$ cat src/rtl/dmem_port_arbiter.sv
// Two-port arbiter sequencing single-cycle accesses to a 256x8 data memory with
// registered read data; one transaction at a time, round-robin or fixed priority.
module dmem_port_arbiter #(
   parameter int ADDR_W     = 8,
   parameter int DATA_W     = 8,
   parameter int FIXED_PRIO = 0
) (
   input  logic              clk,
   input  logic              rst,
   input  logic              req0,
   input  logic              we0,
   input  logic [ADDR_W-1:0] addr0,
   input  logic [DATA_W-1:0] wdata0,
   output logic              done0,
   output logic [DATA_W-1:0] rdata0,
   input  logic              req1,
   input  logic              we1,
   input  logic [ADDR_W-1:0] addr1,
   input  logic [DATA_W-1:0] wdata1,
   output logic              done1,
   output logic [DATA_W-1:0] rdata1,
   output logic              mem_read,
   output logic              mem_write,
   output logic [ADDR_W-1:0] mem_addr,
   output logic [DATA_W-1:0] mem_wdata,
   input  logic [DATA_W-1:0] mem_rdata,
   output logic              busy,
   output logic              owner
);

   localparam logic [1:0] IDLE  = 2'd0;
   localparam logic [1:0] ISSUE = 2'd1;
   localparam logic [1:0] RESP  = 2'd2;

   logic [1:0]        state_q, state_d;
   logic              owner_q, owner_d;
   logic              lastGrant_q, lastGrant_d;
   logic              we_q, we_d;
   logic [ADDR_W-1:0] addr_q, addr_d;
   logic [DATA_W-1:0] wdata_q, wdata_d;
   logic              winner;

   // A tie goes to the port not granted last time unless fixed priority is on.
   always_comb begin
      if (req0 && req1) begin
         winner = (FIXED_PRIO != 0) ? 1'b0 : ~lastGrant_q;
      end else begin
         winner = ~req0;
      end
   end

   always_comb begin
      state_d     = state_q;
      owner_d     = owner_q;
      lastGrant_d = lastGrant_q;
      we_d        = we_q;
      addr_d      = addr_q;
      wdata_d     = wdata_q;
      case (state_q)
         IDLE: begin
            if (req0 || req1) begin
               state_d     = ISSUE;
               owner_d     = winner;
               lastGrant_d = winner;
               we_d        = winner ? we1 : we0;
               addr_d      = winner ? addr1 : addr0;
               wdata_d     = winner ? wdata1 : wdata0;
            end
         end
         ISSUE:   state_d = RESP;
         RESP:    state_d = IDLE;
         default: state_d = IDLE;
      endcase
   end

   always_ff @(posedge clk) begin
      if (rst) begin
         state_q     <= IDLE;
         owner_q     <= 1'b0;
         lastGrant_q <= 1'b1;
         we_q        <= 1'b0;
         addr_q      <= '0;
         wdata_q     <= '0;
      end else begin
         state_q     <= state_d;
         owner_q     <= owner_d;
         lastGrant_q <= lastGrant_d;
         we_q        <= we_d;
         addr_q      <= addr_d;
         wdata_q     <= wdata_d;
      end
   end

   // Strobes are gated by rst so a reset landing mid-ISSUE never touches memory.
   assign mem_write = (state_q == ISSUE) && we_q && !rst;
   assign mem_read  = (state_q == ISSUE) && !we_q && !rst;
   assign mem_addr  = addr_q;
   assign mem_wdata = wdata_q;
   assign busy      = (state_q != IDLE);
   assign owner     = owner_q;

   assign done0  = (state_q == RESP) && !owner_q && !rst;
   assign done1  = (state_q == RESP) && owner_q && !rst;
   assign rdata0 = (done0 && !we_q) ? mem_rdata : '0;
   assign rdata1 = (done1 && !we_q) ? mem_rdata : '0;

endmodule

$ cat config.mk
export PLATFORM = sky130hd
export DESIGN_NAME = dmem_port_arbiter
export DESIGN_NICKNAME = d
export VERILOG_FILES = /design/src/rtl/dmem_port_arbiter.sv
export SDC_FILE = /design/constraint.sdc
export NUM_CORES = 1
export LEC_CHECK = 0
export ABC_AREA = 1
export CAP_MARGIN = 20
export CELL_PAD_IN_SITES_DETAIL_PLACEMENT = 1
export CELL_PAD_IN_SITES_GLOBAL_PLACEMENT = 2
export CORE_MARGIN = 4
export CORE_UTILIZATION = 16
export CTS_CLUSTER_DIAMETER = 40
export DETAILED_ROUTE_END_ITERATION = 8
export GPL_TIMING_DRIVEN = 0
export PLACE_DENSITY = 0.88
export SLEW_MARGIN = 20
export SYNTH_ARGS = -nofsm -noshare
export SYNTH_HDL_FRONTEND = slang
export SYNTH_SLANG_ARGS = --single-unit
$ cat constraint.sdc
create_clock -name clk -period 1.2 [get_ports clk]
set_clock_uncertainty 0.2 [all_clocks]
set_input_delay 0.24 -clock clk [delete_from_list [all_inputs] [get_ports clk]]
set_output_delay 0.24 -clock clk [all_outputs]
set_load 0.05 [all_outputs]
# Word-level counts from Yosys, hierarchy flattened
# Index checks and enable logic that the tools add are counted.
[word_totals]
regBits = 21
wordCells = 37
[op_classes]
eq_ne = 3
mux = 8
bitwise = 2
n_reduce_logical = 18
[ops]
columns = ["operator", "count"]
rows = [
  ["$mux 8", 4],
  ["$logic_and 1x1->1", 11],
  ["$pmux 2 s2", 1],
  ["$logic_not 1->1", 3],
  ["$eq 2x1->1 const B", 1],
  ["$eq 2x2->1 const B", 1],
  ["$logic_not 2->1", 1],
  ["$mux 1", 2],
  ["$mux 2", 1],
  ["$ne 2x2->1 const B", 1],
  ["$not 1->1", 2],
  ["$reduce_and 2->1", 1],
  ["$reduce_bool 2->1", 1],
  ["$logic_or 1x1->1", 1],
]

# Longest topological paths before layout
[logic_depth]
ltp_word = 5
depth_mapped = 7
mapped_depth_nobuf = 6

# Worst setup path before layout
# Ideal clock, no wire load.
[synth_path]
kind = "flip-flop to output port"
start = "register owner_q (netlist: owner)"
end = "output done1"
arrival_ps = 1928
required_ps = 760
path_slack_ps = -1168
path_stages_with_launch = 3
n_path_buf = 0
cell_sequence = "dfxtp_1 > inv_1 > nor3_1"
[synth_via]
elab_chain_cells = 2
[synth_rtl]
columns = ["element", "line_no", "text"]
rows = [
  ["from (decl)", "36", "logic owner_q, owner_d;"],
  ["from (signal assigned)", "86", "owner_q <= owner_d;"],
  ["$logic_and 1x1->1 (2 in series)", "103", "assign done1 = (state_q == RESP) && owner_q && !rst;"],
  ["to (decl)", "20", "output logic done1,"],
]
# No other way between the ends.

# Worst setup path after layout
[layout_path]
start = "register state_q[1]"
end = "output rdata0[0]"
[layout_via]
elab_chain_cells = 5
[layout_rtl]
columns = ["element", "line_no", "text"]
rows = [
  ["from (decl)", "35", "logic [1:0] state_q, state_d;"],
  ["from (signal assigned)", "85", "state_q <= state_d;"],
  ["$eq 2x2->1", "102", "assign done0 = (state_q == RESP) && !owner_q && !rst;"],
  ["$logic_and 1x1->1 (2 in series)", "102", ""],
  ["$logic_and 1x1->1", "104", "assign rdata0 = (done0 && !we_q) ? mem_rdata : '0;"],
  ["$mux 8", "104", ""],
  ["to (decl)", "15", "output logic [DATA_W-1:0] rdata0,"],
]
# No other way between the ends.

==> flow_summary_export.csv <==
group,metric,value,unit
place,port_buffers,82,
clocking,cts.sinks,21,
place,place_hpwl,4291,µm
run,cap_viol_max_count,0,
drt,drc,0,
setup_path,arrival,1380,ps
setup_path,cp.required,760,ps
grt,grt_max_degree,13,
pwr,p_clk_share,18.3,%
setup_path,slowest_stage,"dfxtp_2",
pwr,leakagePower,1.371,nW
pwr,peakVddDrop,0.0003982,V
floorplanning,die_y,102.9,µm
yosys,yosysTopAreaCellShare,29.17,%
yosys,netlist_top_cells_count,"inv_1 (46), nand2_1 (45), nor2_1 (36)",
setup_path,critPathLaunchType,"flip-flop",
timing,tns,-15520,ps
cells_and_area,antenna_cells,0,
drt,ant_nets,0,
floorplanning,die_x,102.9,µm
yosys,avgSynthCellArea,6.056,µm²
cells_and_area,nets,381,
pwr,p_sw,1.063,mW
yosys,synth_ff_type,"dfxtp_1",
clocking,root_buffer,"clkbuf_8",
timing,worst_slack,-620.4,ps
pwr,switching_share,39.78,%
setup_path,path_buf_inv,3,
clocking,clock_latency,270,ps
setup_path,cp_cell_sequence,"clkinv_4 > nor2_4 > nand4_4 > buf_12 > nor2_4 > buf_8",
timing,rsz0062_at_grt,"yes",
cells_and_area,drive_gt1_share,45.51,%
setup_path,crit_top_cell,"nor2_4",
yosys,synth-seq-cells,21,
worst_hold_path,hp-class,"in2reg",
timing,whs,32.77,ps
grt,grt_pass1_vias,1770,
timing,maxSlewViolCount,0,
floorplanning,ios,84,
yosys,synth_edf_count,0,
timing,worstMarginPinSlew,230.5,ps
grt,grt_use_total,10.12,%
run_status,violations,"setup timing",
clocking,cts_tree,"yes",
yosys,yosys.area.top_type,"dfxtp_1",
setup_path,critPathKind,"reg2out",
timing,finalCritPeriodShare,151.7,%
drt,initialDrtViolationCount,41,
grt,grt_pass1_wl,8404,µm
floorplanning,core,8763,µm²
pwr,combPwrFrac,49.1,%
yosys,syn-cell-area,1441,µm²
yosys,yosysSeqAreaShare,29.17,%
yosys,ys_types,19,
clocking,hold_buffers,0,
yosys,synth.most_common_cell,"inv_1",
yosys,ys_async_sr_fraction,0,%
timing,setup_viol,51,
clocking,cts_max_level,1,
yosys,netlist_instances,238,
timing,period_minus_slack,1820,ps
pwr,seqPwrFrac,32.6,%
pwr,intPower,1.610,mW
timing,clock.fmax,549.3,MHz
grt,grt_overflow,0,
floorplanning,start_util,16.45,%
clocking,cts_inserted_buffers,3,
grt,antenna_found_initial,0,
run_status,status,"finished with violations",
cells_and_area,area_growth,108.1,%
pwr,powerDensity,891.2,nW/µm²
floorplanning,die_area,10590,µm²
place,place.gp.congestion,0.7091,
setup_path,cp_max_fo,6,
cells_and_area,fillers,1073,
timing,hold_viol_final,0,
yosys,synthTopCellsByArea,"dfxtp_1 (29%), inv_1 (12%), nand2_1 (12%)",
clocking,clk_pin_slew,90,ps
drt,routed_wl,5404,µm
drt,wire_per_inst,12.23,µm
clocking,cts_buffer_depth,2,
floorplanning,num_rows,34,
setup_path,end_kind,"primary output",
drt,via_count,1719,
drt,drt-vias-per-instance,3.889,
yosys,yosys_warnings,0,
setup_path,worst_path_largest_cell_delay,360,ps
yosys,syn-num-nets,284,
timing,maxSlewHeadroom,84.64,%
drt,firstDrtPassIters,4,
setup_path,critPathTopFamily,"buffers and inverters",
repair_timing:
action                     in CTS  in global routing
gates cloned                    1                  0
gates resized for setup       321                 24
setup endpoints to repair      59                 58
hold endpoints to repair        0                  0
buffers inserted                9                  1
pin swaps                       8                  3
worst paths after layout:
path	slack, ps	startpoint	cells after the start	endpoint
worst max-delay path	-620	state_q[1]	6	rdata0[0]
worst min register to register	290	lastGrant_q	2	lastGrant_q
worst min-delay path	30	rst	2	owner
worst max register to register	-220	state_q[1]	8	mem_addr[3]
per-stage QoR:
stage | std cells | worst slack, ps | area [µm²] | power (mW) | utilization [%]
2_1_floorplan | 238 | -457.7 | 1622 | 1.575 | -
3_3_place_gp | 428 | -1567 | 2577 | 1.972 | 29.41
3_5_place_dp | 428 | -1609 | 2577 | 1.989 | 29.41
4_1_cts | 442 | -652.6 | 2929 | 2.691 | 33.42
5_1_grt | 442 | -702.9 | 2999 | 2.834 | 34.22
6_report | 442 | -620.4 | 2999 | 2.673 | 34.22
area by class of cell:
cell class	count	area, µm²	share of cell area, %
clock buffer	3	41.29	1.377
tap	108	135.1	4.506
timing repair buffer	92	1092	36.42
inverter	49	188.9	6.300
buffer	12	103.9	3.463
multi-input combinational	156	985.9	32.87
clock inverter	1	5.005	0.1669
sequential	21	446.7	14.89
metal layers:
| metal | global-route usage, % | wire length, µm |
|---|---|---|
| met3 | 1.827 | 315 |
| met2 | 19.09 | 2857 |
| met5 | 0 | 0 |
| met1 | 11.73 | 2203 |
| met4 | 2.390 | 28 |
state kept, by name (all words and copies together), names as in the netlist:
signal / cells
owner: 1
mem_wdata: 8
lastGrant_q: 1
we_q: 1
mem_addr: 8
state_q: 2
power by group through the flow:
stage / Clock, mW / Sequential, mW / Combinational [mW]
6_report: 0.490 / 0.870 / 1.31
2_1_floorplan: 0 / 1.07 / 0.510
4_1_cts: 0.508 / 0.872 / 1.31
5_1_grt: 0.532 / 0.882 / 1.42
3_5_place_dp: 0 / 0.847 / 1.14
3_3_place_gp: 0 / 0.845 / 1.13
cells by family (layout without fill, tap and decap cells):
family / after synthesis / count (layout) / synth area share, %
compound gates: 19 / 19 / 6.857
buf+inv: 61 / 157 / 18.58
flops: 21 / 21 / 29.17
simple gates: 137 / 137 / 45.40
layout by cell type (no fill, tap or decap), drive strengths merged:
cell / n
inv: 48
nor2: 57
buf: 60
nand4: 2
a21oi: 18
o21ai: 1
clkdlybuf4s50: 42
nand3: 19
clkbuf: 4
nand2: 57
nor3: 2
dfxtp: 21
dlygate4sd2: 1
clkinv: 2
(Power assumes the default switching activity.)
